===== src/rtl/dnn_mlp_fix_if.sv =====
// Host/memory bundle of the two-layer fixed-point MLP engine.
// The class_idx member exists only when DNN_ARGMAX_EN is defined.
interface dnn_mlp_fix_if #(
    parameter int DATA_WIDTH = 12,
    parameter int ADDR_WIDTH = 16,
    parameter int N_OUT      = 10
);
    logic                         start;
    logic                         reset;
    logic signed [DATA_WIDTH-1:0] mem_data;
    logic        [ADDR_WIDTH-1:0] mem_addr;
    logic                         done;
    logic signed [DATA_WIDTH-1:0] out [N_OUT];
`ifdef DNN_ARGMAX_EN
    logic [$clog2(N_OUT)-1:0]     class_idx;
`endif

    modport master (
        input  start, reset, mem_data,
        output mem_addr, done, out
`ifdef DNN_ARGMAX_EN
        , output class_idx
`endif
    );

    modport slave (
        output start, reset, mem_data,
        input  mem_addr, done, out
`ifdef DNN_ARGMAX_EN
        , input class_idx
`endif
    );
endinterface


===== src/rtl/dnn_mlp_fix_engine.sv =====
// Two-layer fixed-point MLP inference engine: one memory read per cycle, sequential MAC,
// ReLU+saturation on hidden neurons, saturated logits. Optional argmax via DNN_ARGMAX_EN.
module dnn_mlp_fix_engine #(
    parameter int DATA_WIDTH = 12,
    parameter int FRAC_BITS  = 10,
    parameter int ADDR_WIDTH = 16,
    parameter int N_IN       = 400,
    parameter int N_HID      = 25,
    parameter int N_OUT      = 10,
    parameter logic [ADDR_WIDTH-1:0] ADDR_BASE_A = ADDR_WIDTH'('h0000),
    parameter logic [ADDR_WIDTH-1:0] ADDR_BASE_W = ADDR_WIDTH'('h0191)
) (
    input logic        clk,
    input logic        rst,
    dnn_mlp_fix_if.master bus
);
    localparam int ACC_W  = 2*DATA_WIDTH + $clog2(N_IN+2);
    localparam int OPND_W = DATA_WIDTH + 1;
    localparam int PROD_W = 2*DATA_WIDTH + 1;
    localparam int CNT_W  = $clog2(2*N_IN + N_HID + 8);
    localparam int HID_IW = $clog2(N_HID);
    localparam int OUT_IW = $clog2(N_OUT);

    localparam logic [CNT_W-1:0]  L1_BIAS_CNT = CNT_W'(2*N_IN);
    localparam logic [CNT_W-1:0]  L1_PRE_BIAS = CNT_W'(2*N_IN - 1);
    localparam logic [CNT_W-1:0]  L1_LAST_CNT = CNT_W'(2*N_IN + 2);
    localparam logic [CNT_W-1:0]  L2_BIAS_CNT = CNT_W'(N_HID);
    localparam logic [CNT_W-1:0]  L2_LAST_CNT = CNT_W'(N_HID + 2);
    localparam logic [HID_IW-1:0] HID_LAST    = HID_IW'(N_HID - 1);
    localparam logic [OUT_IW-1:0] OUT_LAST    = OUT_IW'(N_OUT - 1);

    localparam logic signed [OPND_W-1:0] ONE_OPND = OPND_W'(1 << FRAC_BITS);
    localparam logic signed [ACC_W-1:0]  SAT_HI   =
        {{(ACC_W-DATA_WIDTH+1){1'b0}}, {(DATA_WIDTH-1){1'b1}}};
    localparam logic signed [ACC_W-1:0]  SAT_LO   = ~SAT_HI;

    typedef enum logic [2:0] {
        S_IDLE, S_L1_RUN, S_L1_STORE, S_L2_RUN, S_L2_STORE, S_FINISH, S_DONE
    } state_t;

    typedef enum logic [1:0] {K_ACT, K_WT, K_HWT, K_BIAS} kind_t;

    function automatic logic signed [DATA_WIDTH-1:0] sat_fn(input logic signed [ACC_W-1:0] a);
        logic signed [ACC_W-1:0] s;
        s = a >>> FRAC_BITS;
        if (s > SAT_HI)      sat_fn = SAT_HI[DATA_WIDTH-1:0];
        else if (s < SAT_LO) sat_fn = SAT_LO[DATA_WIDTH-1:0];
        else                 sat_fn = s[DATA_WIDTH-1:0];
    endfunction

    function automatic logic signed [DATA_WIDTH-1:0] relu_sat_fn(input logic signed [ACC_W-1:0] a);
        if (a[ACC_W-1]) relu_sat_fn = '0;
        else            relu_sat_fn = sat_fn(a);
    endfunction

    logic                          clr;
    state_t                        state;
    logic [CNT_W-1:0]              cnt;
    logic [HID_IW-1:0]             j;
    logic [OUT_IW-1:0]             k;
    logic [ADDR_WIDTH-1:0]         mem_addr_r, act_ptr, wt_ptr;
    logic                          done_r;
    logic                          vld_p0, vld_p1;
    kind_t                         kind_p0, kind_p1;
    logic [HID_IW-1:0]             idx_p0, idx_p1;
    logic signed [DATA_WIDTH-1:0]  data_p1;
    logic signed [OPND_W-1:0]      opnd_p1;
    logic signed [PROD_W-1:0]      prod_p1;
    logic signed [DATA_WIDTH-1:0]  act_p2;
    logic signed [ACC_W-1:0]       acc_p2;
    logic signed [DATA_WIDTH-1:0]  hidden [N_HID];
    logic signed [DATA_WIDTH-1:0]  logit  [N_OUT];

    assign clr = rst | bus.reset;

`ifdef DNN_ARGMAX_EN
    logic [OUT_IW-1:0]            class_r, best_idx;
    logic signed [DATA_WIDTH-1:0] best_val;

    // Strict compare keeps the lowest index on ties.
    always_comb begin
        best_idx = '0;
        best_val = logit[0];
        for (int n = 1; n < N_OUT; n++) begin
            if (logit[n] > best_val) begin
                best_val = logit[n];
                best_idx = OUT_IW'(n);
            end
        end
    end

    assign bus.class_idx = class_r;
`endif

    // Stage p0: sequencing, address issue and tagging of each issued read.
    always_ff @(posedge clk) begin
        if (clr) begin
            state      <= S_IDLE;
            cnt        <= '0;
            j          <= '0;
            k          <= '0;
            mem_addr_r <= '0;
            act_ptr    <= '0;
            wt_ptr     <= '0;
            done_r     <= 1'b0;
            vld_p0     <= 1'b0;
            kind_p0    <= K_ACT;
            idx_p0     <= '0;
`ifdef DNN_ARGMAX_EN
            class_r    <= '0;
`endif
        end else begin
            vld_p0 <= 1'b0;
            case (state)
                S_IDLE, S_DONE: begin
                    if (bus.start) begin
                        state      <= S_L1_RUN;
                        cnt        <= '0;
                        j          <= '0;
                        k          <= '0;
                        mem_addr_r <= ADDR_BASE_A;
                        act_ptr    <= ADDR_BASE_A + ADDR_WIDTH'(1);
                        wt_ptr     <= ADDR_BASE_W;
                        done_r     <= 1'b0;
                    end
                end
                S_L1_RUN: begin
                    if (cnt <= L1_BIAS_CNT) begin
                        vld_p0  <= 1'b1;
                        kind_p0 <= (cnt == L1_BIAS_CNT) ? K_BIAS : (cnt[0] ? K_WT : K_ACT);
                    end
                    // Next slot is a weight when its index is odd or it is the bias slot.
                    if (cnt < L1_BIAS_CNT) begin
                        if (!cnt[0] || cnt == L1_PRE_BIAS) begin
                            mem_addr_r <= wt_ptr;
                            wt_ptr     <= wt_ptr + ADDR_WIDTH'(1);
                        end else begin
                            mem_addr_r <= act_ptr;
                            act_ptr    <= act_ptr + ADDR_WIDTH'(1);
                        end
                    end
                    if (cnt == L1_LAST_CNT) state <= S_L1_STORE;
                    else                    cnt   <= cnt + CNT_W'(1);
                end
                S_L1_STORE: begin
                    cnt <= '0;
                    if (j == HID_LAST) begin
                        state      <= S_L2_RUN;
                        mem_addr_r <= wt_ptr;
                        wt_ptr     <= wt_ptr + ADDR_WIDTH'(1);
                    end else begin
                        state      <= S_L1_RUN;
                        j          <= j + HID_IW'(1);
                        mem_addr_r <= ADDR_BASE_A;
                        act_ptr    <= ADDR_BASE_A + ADDR_WIDTH'(1);
                    end
                end
                S_L2_RUN: begin
                    if (cnt <= L2_BIAS_CNT) begin
                        vld_p0  <= 1'b1;
                        kind_p0 <= (cnt == L2_BIAS_CNT) ? K_BIAS : K_HWT;
                        idx_p0  <= cnt[HID_IW-1:0];
                    end
                    if (cnt < L2_BIAS_CNT) begin
                        mem_addr_r <= wt_ptr;
                        wt_ptr     <= wt_ptr + ADDR_WIDTH'(1);
                    end
                    if (cnt == L2_LAST_CNT) state <= S_L2_STORE;
                    else                    cnt   <= cnt + CNT_W'(1);
                end
                S_L2_STORE: begin
                    cnt <= '0;
                    if (k == OUT_LAST) begin
                        state <= S_FINISH;
                    end else begin
                        state      <= S_L2_RUN;
                        k          <= k + OUT_IW'(1);
                        mem_addr_r <= wt_ptr;
                        wt_ptr     <= wt_ptr + ADDR_WIDTH'(1);
                    end
                end
                S_FINISH: begin
                    state  <= S_DONE;
                    done_r <= 1'b1;
`ifdef DNN_ARGMAX_EN
                    class_r <= best_idx;
`endif
                end
                default: state <= S_IDLE;
            endcase
        end
    end

    // Stage p1: memory data capture; stage p2: activation latch and MAC.
    always_ff @(posedge clk) begin
        data_p1 <= bus.mem_data;
        if (vld_p1 && kind_p1 == K_ACT) act_p2 <= data_p1;
    end

    always_comb begin
        case (kind_p1)
            K_WT:    opnd_p1 = OPND_W'(act_p2);
            K_HWT:   opnd_p1 = OPND_W'(hidden[idx_p1]);
            default: opnd_p1 = ONE_OPND;
        endcase
    end

    assign prod_p1 = PROD_W'(opnd_p1) * PROD_W'(data_p1);

    always_ff @(posedge clk) begin
        if (clr) begin
            vld_p1  <= 1'b0;
            kind_p1 <= K_ACT;
            idx_p1  <= '0;
            acc_p2  <= '0;
            hidden  <= '{default: '0};
            logit   <= '{default: '0};
        end else begin
            vld_p1  <= vld_p0;
            kind_p1 <= kind_p0;
            idx_p1  <= idx_p0;
            if (state == S_L1_STORE) begin
                hidden[j] <= relu_sat_fn(acc_p2);
                acc_p2    <= '0;
            end else if (state == S_L2_STORE) begin
                logit[k] <= sat_fn(acc_p2);
                acc_p2   <= '0;
            end else if (vld_p1 && kind_p1 != K_ACT) begin
                acc_p2 <= acc_p2 + ACC_W'(prod_p1);
            end
        end
    end

    assign bus.mem_addr = mem_addr_r;
    assign bus.done     = done_r;

    for (genvar g = 0; g < N_OUT; g++) begin : g_out
        assign bus.out[g] = logit[g];
    end
endmodule


===== src/flat_wrapper.sv =====
// flat-port wrapper written by rule: the top's interface ports become plain ports
module dnn_mlp_fix_engine_flat 
#(
    parameter int DATA_WIDTH = 12,
    parameter int FRAC_BITS  = 10,
    parameter int ADDR_WIDTH = 16,
    parameter int N_IN       = 400,
    parameter int N_HID      = 25,
    parameter int N_OUT      = 10,
    parameter logic [ADDR_WIDTH-1:0] ADDR_BASE_A = ADDR_WIDTH'('h0000),
    parameter logic [ADDR_WIDTH-1:0] ADDR_BASE_W = ADDR_WIDTH'('h0191)
)
  (clk, rst, bus_start, bus_reset, bus_mem_data, bus_mem_addr, bus_done, bus_out);
  dnn_mlp_fix_if #(.DATA_WIDTH(DATA_WIDTH), .ADDR_WIDTH(ADDR_WIDTH), .N_OUT(N_OUT)) bus_i ();
  input logic clk;
  input logic rst;
  input wire logic [$bits(bus_i.start)-1:0] bus_start;
  input wire logic [$bits(bus_i.reset)-1:0] bus_reset;
  input wire logic [$bits(bus_i.mem_data)-1:0] bus_mem_data;
  output wire logic [$bits(bus_i.mem_addr)-1:0] bus_mem_addr;
  output wire logic [$bits(bus_i.done)-1:0] bus_done;
  output wire logic [$bits(bus_i.out)-1:0] bus_out;
  assign bus_i.start = bus_start;
  assign bus_i.reset = bus_reset;
  assign bus_i.mem_data = bus_mem_data;
  assign bus_mem_addr = bus_i.mem_addr;
  assign bus_done = bus_i.done;
  assign bus_out = {>>{bus_i.out}};
  dnn_mlp_fix_engine #(.DATA_WIDTH(DATA_WIDTH), .FRAC_BITS(FRAC_BITS), .ADDR_WIDTH(ADDR_WIDTH), .N_IN(N_IN), .N_HID(N_HID), .N_OUT(N_OUT), .ADDR_BASE_A(ADDR_BASE_A), .ADDR_BASE_W(ADDR_BASE_W)) u_core (.clk(clk), .rst(rst), .bus(bus_i));
endmodule

===== config.mk =====
export PLATFORM = sky130hd
export DESIGN_NAME = dnn_mlp_fix_engine_flat
export DESIGN_NICKNAME = d
export VERILOG_FILES = /design/src/rtl/dnn_mlp_fix_if.sv /design/src/rtl/dnn_mlp_fix_engine.sv /design/src/flat_wrapper.sv
export SDC_FILE = /design/constraint.sdc
export NUM_CORES = 2
export LEC_CHECK = 0
export CORE_AREA = 2 2 240 242
export CTS_BUF_LIST = sky130_fd_sc_hd__clkbuf_16
export DETAILED_ROUTE_END_ITERATION = 7
export DIE_AREA = 0 0 242 244
export GPL_ROUTABILITY_DRIVEN = 0
export GPL_TIMING_DRIVEN = 0
export PLACE_DENSITY = 0.76
export SYNTH_ARGS = -nofsm -noshare
export SYNTH_HDL_FRONTEND = slang
export SYNTH_SLANG_ARGS = --single-unit

===== constraint.sdc =====
create_clock -name clk -period 24.4 [get_ports clk]
set_input_delay 6.1 -clock clk [delete_from_list [all_inputs] [get_ports clk]]
set_output_delay 6.1 -clock clk [all_outputs]
set_load 0.005 [all_outputs]

==> impl_metrics.yaml <==
clock_network:
  cts-root-buf: "clkbuf_16"
  post_cts_buffers: 0
  postCtsHoldBufs: 0
  cts_resized: 0
  cts_sinks: 564
  cts_buffer_depth: 3
  cts_buffers: 56
  cts_tree: "built"
  htree_levels: 2
  clkSlewWorstSetupHoldPaths_ps: 60
  clock_latency_ps: 670
sta:
  worst_slew_pin_slew_ps: 1354
  fin_crit_ps: 9757
  finalMaxSlewViolations: 0
  finalSetupTns_ps: 0
  setup_viol: 0
  fin_skew_ps: 69.60
  rsz0062_at_grt: "no"
  holdWs_ps: 453.6
  final-hold-violation-count: 0
  finalCritPeriodShare_pct: 39.99
  max_freq_ghz: 0.1025
  slew_headroom_pct: 9.703
synth:
  synthesis.instances: 3583
  async_reset_ff_share_pct: 0
  ys_ff_latch: 564
  synth_fp_nets: 3901
  synth-edff-count: 12
  avgSynthCellArea_um2: 8.620
  ys_seq_area_share_pct: 36.94
  synth-warning-count: 0
  syn_area_um2: 30890
  synth_cell_types: 69
  synthFlopType: "dfxtp_1"
die:
  rows: 87
  die_area_um2: 59050
  die_h_um: 244
  start_util_pct: 54.99
  ios: 153
  chipWidth_um: 242
  coreArea_um2: 56170
final_layout:
  fill_cells: 4746
  fin_nets: 4113
  drive_gt1_share_pct: 5.464
  final_cell_mix: "845 x nor2_1, 552 x dfxtp_1, 418 x a21oi_1"
  layout.cells.non_filler: 4602
  syn2layout_area_growth_pct: 14.44
  final_common_cell: "nor2_1"
route:
  vias_per_cell: 5.840
  dr.pass1.iters: 8
  ant_nets: 0
  drt_iter0_markers: 3177
  wl_per_cell_um: 20.56
  via_count: 26876
  wl_um: 94600
  drc_errors: 1
critical_path:
  crit_arrival_ps: 10260
  required_ps: 24900
  slowest_stage: "fa_2"
  end_kind: "register"
  cpMostUsedCell: "fa_1"
  startpoint_type: "register"
  path_max_fanout: 20
  critPathKind: "register to register"
  cpPeakStageDelay_ps: 1120
job:
  max_cap_viol_count: 0
pwr:
  p_per_area_nw_per_um2: 55.06
  p_leak_nw: 13.04
  max-vdd-ir-drop_mv: 0.06309
  total_power_mw: 1.946
place:
  hpwl_um: 68540
  portBuffers: 152
  place_inst: 4493
min_path:
  hp-class: "register to register"
global_routing:
  grt_max_degree: 21
  antenna_found_initial: 0
  grt_pass1_vias: 26224
  track_usage_pct: 31.78
  gr-total-overflow: 0
  grt_pass1_wl_um: 147500
run_status:
  failed_checks: "DRC"
  status: "finished, violations left"
path summary, 6_finish.rpt:
check,start,end,slack (ps),cells after the start
hold / removal,u_core.acc_p2[8]$_SDFFE_PP0P_,u_core.acc_p2[8]$_SDFFE_PP0P_,450,2
setup reg to reg,u_core.idx_p1[1]$_SDFF_PP0_,u_core.acc_p2[29]$_SDFFE_PP0P_,14640,25
hold reg to reg,u_core.acc_p2[8]$_SDFFE_PP0P_,u_core.acc_p2[8]$_SDFFE_PP0P_,450,2
setup / recovery,u_core.idx_p1[1]$_SDFF_PP0_,u_core.acc_p2[29]$_SDFFE_PP0P_,14640,25
sequential cells by signal (all words and copies together), names as in the netlist:
name	cells
u_core.wt_ptr	16
u_core.bus.mem_addr	16
u_core.acc_p2	33
u_core.cnt	10
u_core.hidden	300
u_core.act_ptr	16
u_core.idx_p1	5
u_core.kind_p1	2
u_core.state	3
u_core.k	4
u_core.idx_p0	5
u_core.vld_p1	1
u_core.bus.out	120
u_core.act_p2	12
u_core.data_p1	12
u_core.kind_p0	2
u_core.vld_p0	1
u_core.j	5
u_core.bus.done	1
synthesized netlist by cell type, drive strengths merged, types with 7 or more instances:
cell    instances  area share [%]
nor3           29            0.47
or2             7            0.14
nand2b         10            0.20
mux2i          62             2.0
a31oi           9            0.18
dfxtp         552              36
a32oi          11            0.31
ha            103             4.2
nor2b          18            0.36
nand2         200             2.4
o22ai          13            0.26
o21ai          74             1.2
clkbuf        198             2.4
buf            49            0.75
xnor2          31            0.88
fa            199              13
or3            15            0.34
nand3          25            0.41
o211ai         18            0.44
a22oi          19            0.46
a21o           13            0.32
o21bai         17            0.41
xor2           30            0.85
inv           239             2.9
mux2           23            0.84
and2           92             1.9
edfxtp         12             1.2
nand4          21            0.43
nor4            8            0.18
o21a            8            0.19
nor2          847              10
a21oi         428             6.9
a211oi         71             1.7
mux4           51             3.7
and3           35            0.71
cell families (layout without fill, tap and decap cells):
family / Yosys count / in the layout / synth area share (%)
and+or+nand+nor: 1328 / 1328 / 18.48
DFF: 564 / 564 / 36.94
xor gates and xnor gates: 61 / 61 / 1.730
AOI/OAI and AO/OA: 705 / 705 / 13.14
muxes: 136 / 136 / 6.566
other: 0 / 3 / 0
adders and majority gates: 302 / 302 / 17.07
buffers and inverters: 487 / 747 / 6.072
routing by layer:
layer | wire length [um] | track usage (%)
met1 | 36720 | 39.94
met2 | 44000 | 52.27
met3 | 8974 | 6.837
met4 | 4911 | 15.36
met5 | 0 | 0
area by class of cell:
cell class	count	area (um^2)	area share (%)
Buffer	247	974.7	2.758
Multi-Input combinational cell	2532	17640	49.91
Inverter	240	900.9	2.549
Clock inverter	50	520.5	1.473
Tap cell	756	945.9	2.676
Timing Repair Buffer	154	1544	4.368
Sequential cell	564	11410	32.28
Clock buffer	56	1401	3.965
Antenna cell	3	7.507	0.02124
metrics by stage:
| step | util, % | setup WS, ps | cell area (um^2) |
|---|---|---|---|
| after global routing | 62.92 | 14250 | 35340 |
| after detailed placement | 59.49 | 14380 | 33410 |
| after floorplan | - | 16470 | 30890 |
| after global placement | 59.38 | 14430 | 33350 |
| after CTS | 62.91 | 14330 | 35340 |
| final | 62.93 | 14640 | 35350 |
critical path, delay by kind of cell, from the launching register on:
kind / cells / cell delay [ps]
and+or+nand+nor: 7 / 2040
DFF: 1 / 340
AOI/OAI and AO/OA: 5 / 1400
muxes: 2 / 500
buffers and inverters: 4 / 1550
adders and majority gates: 7 / 3760
power breakdown:
| group | internal [mW] | switching [mW] |
|---|---|---|
| Clock | 0.516 | 0.389 |
| Combinational | 0.0363 | 0.0744 |
| Sequential | 0.926 | 0.00473 |
| Total | 1.48 | 0.468 |
Power figures use the tool's default switching activity.
